**src/rtl/mem_store_chk_pkg.sv**
```systemverilog
// mem_store_checker shared types: store size, error cause, FSM state.
// size_mask() gives the data bits that take part in a compare.
package mem_store_chk_pkg;

  // Widest data bus size_mask() can describe.
  localparam int MAX_DATA_W = 64;

  typedef enum logic [1:0] {
    SZ_NONE = 2'b00,
    SZ_WORD = 2'b01,
    SZ_HALF = 2'b10,
    SZ_BYTE = 2'b11
  } store_size_e;

  typedef enum logic [1:0] {
    ERR_NONE    = 2'd0,
    ERR_ADDR    = 2'd1,
    ERR_DATA    = 2'd2,
    ERR_TIMEOUT = 2'd3
  } err_code_e;

  typedef enum logic [1:0] {
    S_LOAD = 2'd0,
    S_RUN  = 2'd1,
    S_PASS = 2'd2,
    S_FAIL = 2'd3
  } chk_state_e;

  function automatic logic [MAX_DATA_W-1:0] size_mask(
    input store_size_e s
  );
    logic [MAX_DATA_W-1:0] m;
    m = '0;
    case (s)
      SZ_WORD: m = '1;
      SZ_HALF: m[15:0] = 16'hFFFF;
      SZ_BYTE: m[7:0] = 8'hFF;
      default: m = '0;
    endcase
    return m;
  endfunction

endpackage

```
**src/rtl/store_expect_fifo.sv**
```systemverilog
// store_expect_fifo: expected-store list, filled in LOAD, read in order in RUN.
// Ports: clk, rst_n; i_wr_* write side; i_rd_en pops; o_rd_* head entry;
// o_full, o_last (head is final loaded entry), o_count, o_rd_ptr.
module store_expect_fifo
  import mem_store_chk_pkg::*;
#(
  parameter int ADDR_W = 32,
  parameter int DATA_W = 32,
  parameter int N_EXP  = 8,
  parameter int CW     = $clog2(N_EXP + 1)
) (
  input  logic              clk,
  input  logic              rst_n,
  input  logic              i_wr_en,
  input  logic [ADDR_W-1:0] i_wr_addr,
  input  logic [DATA_W-1:0] i_wr_data,
  input  logic [1:0]        i_wr_size,
  input  logic              i_rd_en,
  output logic [ADDR_W-1:0] o_rd_addr,
  output logic [DATA_W-1:0] o_rd_data,
  output logic [1:0]        o_rd_size,
  output logic              o_full,
  output logic              o_last,
  output logic [CW-1:0]     o_count,
  output logic [CW-1:0]     o_rd_ptr
);

  localparam int PW = (N_EXP > 1) ? $clog2(N_EXP) : 1;

  logic [ADDR_W-1:0] r_addr [N_EXP];
  logic [DATA_W-1:0] r_data [N_EXP];
  logic [1:0]        r_size [N_EXP];

  // Nothing is popped while loading, so the write pointer is the count.
  logic [CW-1:0] r_wr_ptr;
  logic [CW-1:0] r_rd_ptr;
  logic [PW-1:0] w_wr_idx;
  logic [PW-1:0] w_rd_idx;
  logic          w_wr;
  logic          w_rd;

  assign w_wr_idx = r_wr_ptr[PW-1:0];
  assign w_rd_idx = r_rd_ptr[PW-1:0];
  assign o_full   = (r_wr_ptr == CW'(N_EXP));
  assign w_wr     = i_wr_en && !o_full;
  assign w_rd     = i_rd_en && (r_rd_ptr < r_wr_ptr);

  always_ff @(posedge clk or negedge rst_n) begin
    if (!rst_n) begin
      r_wr_ptr <= '0;
      r_rd_ptr <= '0;
      for (int i = 0; i < N_EXP; i++) begin
        r_addr[i] <= '0;
        r_data[i] <= '0;
        r_size[i] <= '0;
      end
    end else begin
      if (w_wr) begin
        r_addr[w_wr_idx] <= i_wr_addr;
        r_data[w_wr_idx] <= i_wr_data;
        r_size[w_wr_idx] <= i_wr_size;
        r_wr_ptr         <= r_wr_ptr + CW'(1);
      end
      if (w_rd) begin
        r_rd_ptr <= r_rd_ptr + CW'(1);
      end
    end
  end

  assign o_rd_addr = r_addr[w_rd_idx];
  assign o_rd_data = r_data[w_rd_idx];
  assign o_rd_size = r_size[w_rd_idx];
  assign o_last    = (CW'(r_rd_ptr + CW'(1)) == r_wr_ptr);
  assign o_count   = r_wr_ptr;
  assign o_rd_ptr  = r_rd_ptr;

endmodule

```
**config.mk**
```make
export PLATFORM = sky130hd
export DESIGN_NAME = store_expect_fifo
export DESIGN_NICKNAME = d
export VERILOG_FILES = /design/src/rtl/mem_store_chk_pkg.sv /design/src/rtl/store_expect_fifo.sv
export SDC_FILE = /design/constraint.sdc
export NUM_CORES = 1
export LEC_CHECK = 0
export BUFFER_PORTS_ARGS = -buffer_cell sky130_fd_sc_hd__buf_2
export CAP_MARGIN = 20
export CORE_UTILIZATION = 42
export DETAILED_ROUTE_END_ITERATION = 7
export SKIP_CTS_REPAIR_TIMING = 1
export SYNTH_ARGS = -nofsm -noshare
export SYNTH_HDL_FRONTEND = slang
export SYNTH_SLANG_ARGS = --single-unit
```
**constraint.sdc**
```tcl
create_clock -name clk -period 2.9 [get_ports clk]
set_input_delay 0.29 -clock clk [delete_from_list [all_inputs] [get_ports clk]]
set_output_delay 0.29 -clock clk [all_outputs]
set_load 0.05 [all_outputs]
```
# Word-level counts from Yosys, hierarchy flattened
# Index checks and enable logic that the tools add are counted.
# word_totals
register_bits	536
output_inout_bits	76
elab_cells	56
# op_classes
n_addsub	2
n_lt_le_gt_ge	4
n_eq_ne	2
muxes	16
bitwise_logic	2
reduce_logical	4
# op_table
op	n
$bwmux W256	2
$bmux W32 S3	2
$mux W32	5
$demux W32 S3	1
$bwmux W16	1
$add A4 B1 Y4 const B	2
$ge A4 B4 Y1 const B	2
$not A3 Y4	2
$bmux W2 S3	1
$demux W2 S3	1
$mux W2	3
$eq A4 B4 Y1	1
$eq A4 B4 Y1 const B	1
$lt A4 B1 Y1 const B	1
$lt A4 B4 Y1	1
$logic_and A1 B1 Y1	3
$logic_not A1 Y1	1

# Depth between registers and ports, before layout
# logic_depth
depth_word	6
mapped_depth	9
depth_no_buf	6

# Worst setup path before layout
# Ideal clock, no wire load.
# synth_path
path_type	register to output
startpoint	reg r_rd_ptr[0], in the netlist o_rd_ptr[0]
endpoint	out o_last
t_arrival_ns	3.106
required_ns	2.610
setup_slack_ns	-0.496
path_stages_with_launch	7
n_path_buf	3
path_cell_list	dfrtp_1 > buf_2 > buf_6 > buf_6 > inv_1 > ha_1 > nor4_1
# synth_between
elab_chain_len	2
# synth_rtl
element	line_no	source
start, declared	store_expect_fifo.sv:36	logic [CW-1:0] r_rd_ptr;
start signal, assigned	store_expect_fifo.sv:65	r_rd_ptr <= r_rd_ptr + CW'(1);
$add A4 B1 Y4	store_expect_fifo.sv:73	assign o_last = (CW'(r_rd_ptr + CW'(1)) == r_wr_ptr);
$eq A4 B4 Y1	store_expect_fifo.sv:73	
end, declared	store_expect_fifo.sv:23	output logic o_last,
# Every way passes these cells.

# Final worst setup path
# layout_path
startpoint	reg r_rd_ptr[0], in the netlist o_rd_ptr[0]
endpoint	out o_rd_addr[27]
# layout_between
elab_chain_len	4
# layout_rtl
element	line_no	source
$not A3 Y4 (not written as such)	store_expect_fifo.sv:70	assign o_rd_addr = r_addr[w_rd_idx];
$bmux W32 S3	store_expect_fifo.sv:70	
$mux W32 (not written as such) (2 in a row)	store_expect_fifo.sv:70	
end, declared	store_expect_fifo.sv:19	output logic [ADDR_W-1:0] o_rd_addr,
# Every way passes these cells. The select of a mux whose other input is x is not followed.

==> qor.yml <==
drt_pass1_iterations: 6
clk_latency_ps: 610
synth_area_leaders: "dfrtp_1, mux2_2, mux4_2"
drt_iter0_markers: 562
vias: 12940
portBuffers: 145
die_area_um2: 58030
critPathKind: "flop to output pin"
fin_crit_sh_pct: 97.56
synth_top_family_by_area: "multiplexers"
power_switching_uw: 14580
powerDensity_nw_per_um2: 1398
internal_power_uw: 24590
cts-root-buf: "clkbuf_16"
hold_violations: 0
place_congestion: 0.7412
cts_buffers: 58
synth_top_area_share_pct: 55.96
grt.overflow.total: 0
finalMaxSlewViolations: 0
totalWireLength_um: 54490
syn-num-nets: 1484
synth_ff_type: "dfrtp_1"
fin_hold_ws_ps: 17.76
p_clk_share_pct: 18.6
swShare_pct: 37.23
worst_pin_slew_ps: 800.6
std_cell_rows: 87
path_clk_slew_ps: 60
start_util_pct: 42.51
place_ws_ps: 502.0
synth_seq_area_share_pct: 55.96
crit_arrival_ps: 2540
yosys_warnings: 0
leakagePower_uw: 0.01202
clock_path_buffers: 3
synthToLayoutAreaGrowth_pct: 16.91
ant_nets: 0
fill_cells: 4863
ys_seq_elements: 536
syn_inst: 1407
seq_power_share_pct: 33.7
use_met1_pct: 25.02
drc: 0
timing.critical_path.required_ps: 2610
yosysTopAreaCell: "dfrtp_1"
grt.met3_usage_pct: 3.683
synth_compound_area_share_pct: 0.09918
num_io_pins: 146
viasPerCell: 5.445
synthXorXnorAreaFrac_pct: 0.4019
setup_ws_ps: 70.67
grt_max_degree: 85
wl_per_cell_um: 22.92
synth_area_um2: 23970
irDropWorstVdd_mv: 1.227
nets: 1652
crit_fanout: 20
antenna_found_initial: 7
synth-edff-count: 0
synth-simple-area-share_pct: 0.4750
grt_pass1_wl_um: 84220
grt_pass1_vias: 14120
finalSetupViolCount: 0
finalClockSkew_ps: 10.77
yosysMostFrequentCell: "mux2_2"
hold_class: "input port to flop"
max_freq_mhz: 353.4
drive_gt1_share_pct: 63.68
max_slew_margin_pct: 46.62
die_x_um: 240.9
hpwlAfterDp_um: 31300
core-area_um2: 56390
cts_tree: "yes"
min_period_ps: 2829
syn_avg_cell_area_um2: 17.04
synth_fa_ha_area_share_pct: 0.3654
endpoint_kind: "output pin"
synthArstFlopShare_pct: 100.0
grt_usage_pct: 19.10
startpoint_type: "flop"
cts_max_level: 2
die_h_um: 240.9
cts.sinks: 536
synthMuxAreaShare_pct: 40.40
combPwrFrac_pct: 47.6
synth.distinct_cells: 28
status: "complete, no violations"
synth_top_cells_by_count: "mux2_2, dfrtp_1, mux4_2"
busiest_layer: "met2"
rsz0062_at_grt: "yes"
cap_viol_max_count: 0
grt_use_met2_pct: 32.78
power by group through the flow:
stage	clock, uW	sequential [uW]	combinational (uW)
2_1_floorplan	0	12700	14600
3_3_place_gp	0	13200	18100
3_5_place_dp	0	13400	18400
4_1_cts	7520	13200	18500
5_1_grt	7830	13700	19800
6_report	7300	13200	18700
worst paths after layout:
path                       slack, ps  cells after the start             to         start
max in group asynchronous       1760                      3     r_addr[44]         rst_n
min in group asynchronous        220                      2    r_data[136]         rst_n
min reg2reg                      500                      1     r_data[30]    r_data[30]
max                               70                      5  o_rd_addr[27]   o_rd_ptr[0]
max reg2reg                      500                      6    r_addr[205]    o_count[0]
min                               20                      2      r_size[0]  i_wr_size[0]
through the flow:
| stage | power, uW | setup TNS, ps | cell area (um2) | instances | utilization, % |
|---|---|---|---|---|---|
| floorplan | 27360 | 0 | 23980 | 1407 | - |
| global placement | 31320 | 0 | 25840 | 2256 | 45.83 |
| detailed placement | 31760 | 0 | 25840 | 2256 | 45.83 |
| CTS | 39230 | -6641 | 27740 | 2360 | 49.20 |
| global route | 41340 | -365.8 | 28020 | 2376 | 49.69 |
| finish | 39170 | 0 | 28020 | 2377 | 49.70 |
layout make-up:
type	count	area [um2]	share of cell area, %
Tap cell	756	945.9	3.375
Timing Repair Buffer	204	1657	5.912
Clock buffer	93	1817	6.483
Clock inverter	11	85.08	0.3036
Sequential cell	536	13420	47.90
Multi-Input combinational cell	769	10070	35.92
Antenna cell	2	5.005	0.01786
Inverter	6	22.52	0.08037
worst max-delay path, stage by stage, from the launching register on:
cell and delay, ps:
dfrtp_4 440, buf_12 180, buf_16 230, mux4_2 520, mux2_2 320, buf_2 220
sequential cells by signal, summed over array words and instances, names as in the netlist:
| signal | flops |
|---|---|
| r_size | 16 |
| r_data | 256 |
| r_addr | 256 |
| o_count | 4 |
| o_rd_ptr | 4 |
cell families (layout without fill, tap and decap cells):
kind of cell | after synthesis | in the layout
compound gates | 4 | 4
xor+xnor | 11 | 11
fa+ha+maj | 7 | 7
buf+inv | 102 | 314
flops | 536 | 536
mux | 728 | 728
other cells | 0 | 2
simple gates | 19 | 19
placed cells by master, fill, tap and decap left out, types with 3 or more instances in the layout:
cell       instances
dfrtp_1          533
clkbuf_16         66
buf_12            23
nand3_4            3
buf_4             23
clkbuf_1          15
nor2_1             3
buf_2            143
mux4_2           132
clkinv_2           8
mux2_2           596
nand4_1            3
inv_1              6
xor2_1             4
clkbuf_8          17
xnor2_1            6
buf_16             4
dfrtp_4            3
ha_1               6
routing by layer:
layer,up-vias,wire length [um]
met5,-,62
met4,10,924
met3,81,1939
met2,169,27680
met1,7060,23890
li1,5622,-
No activity file was read; power rests on OpenSTA's default activity.
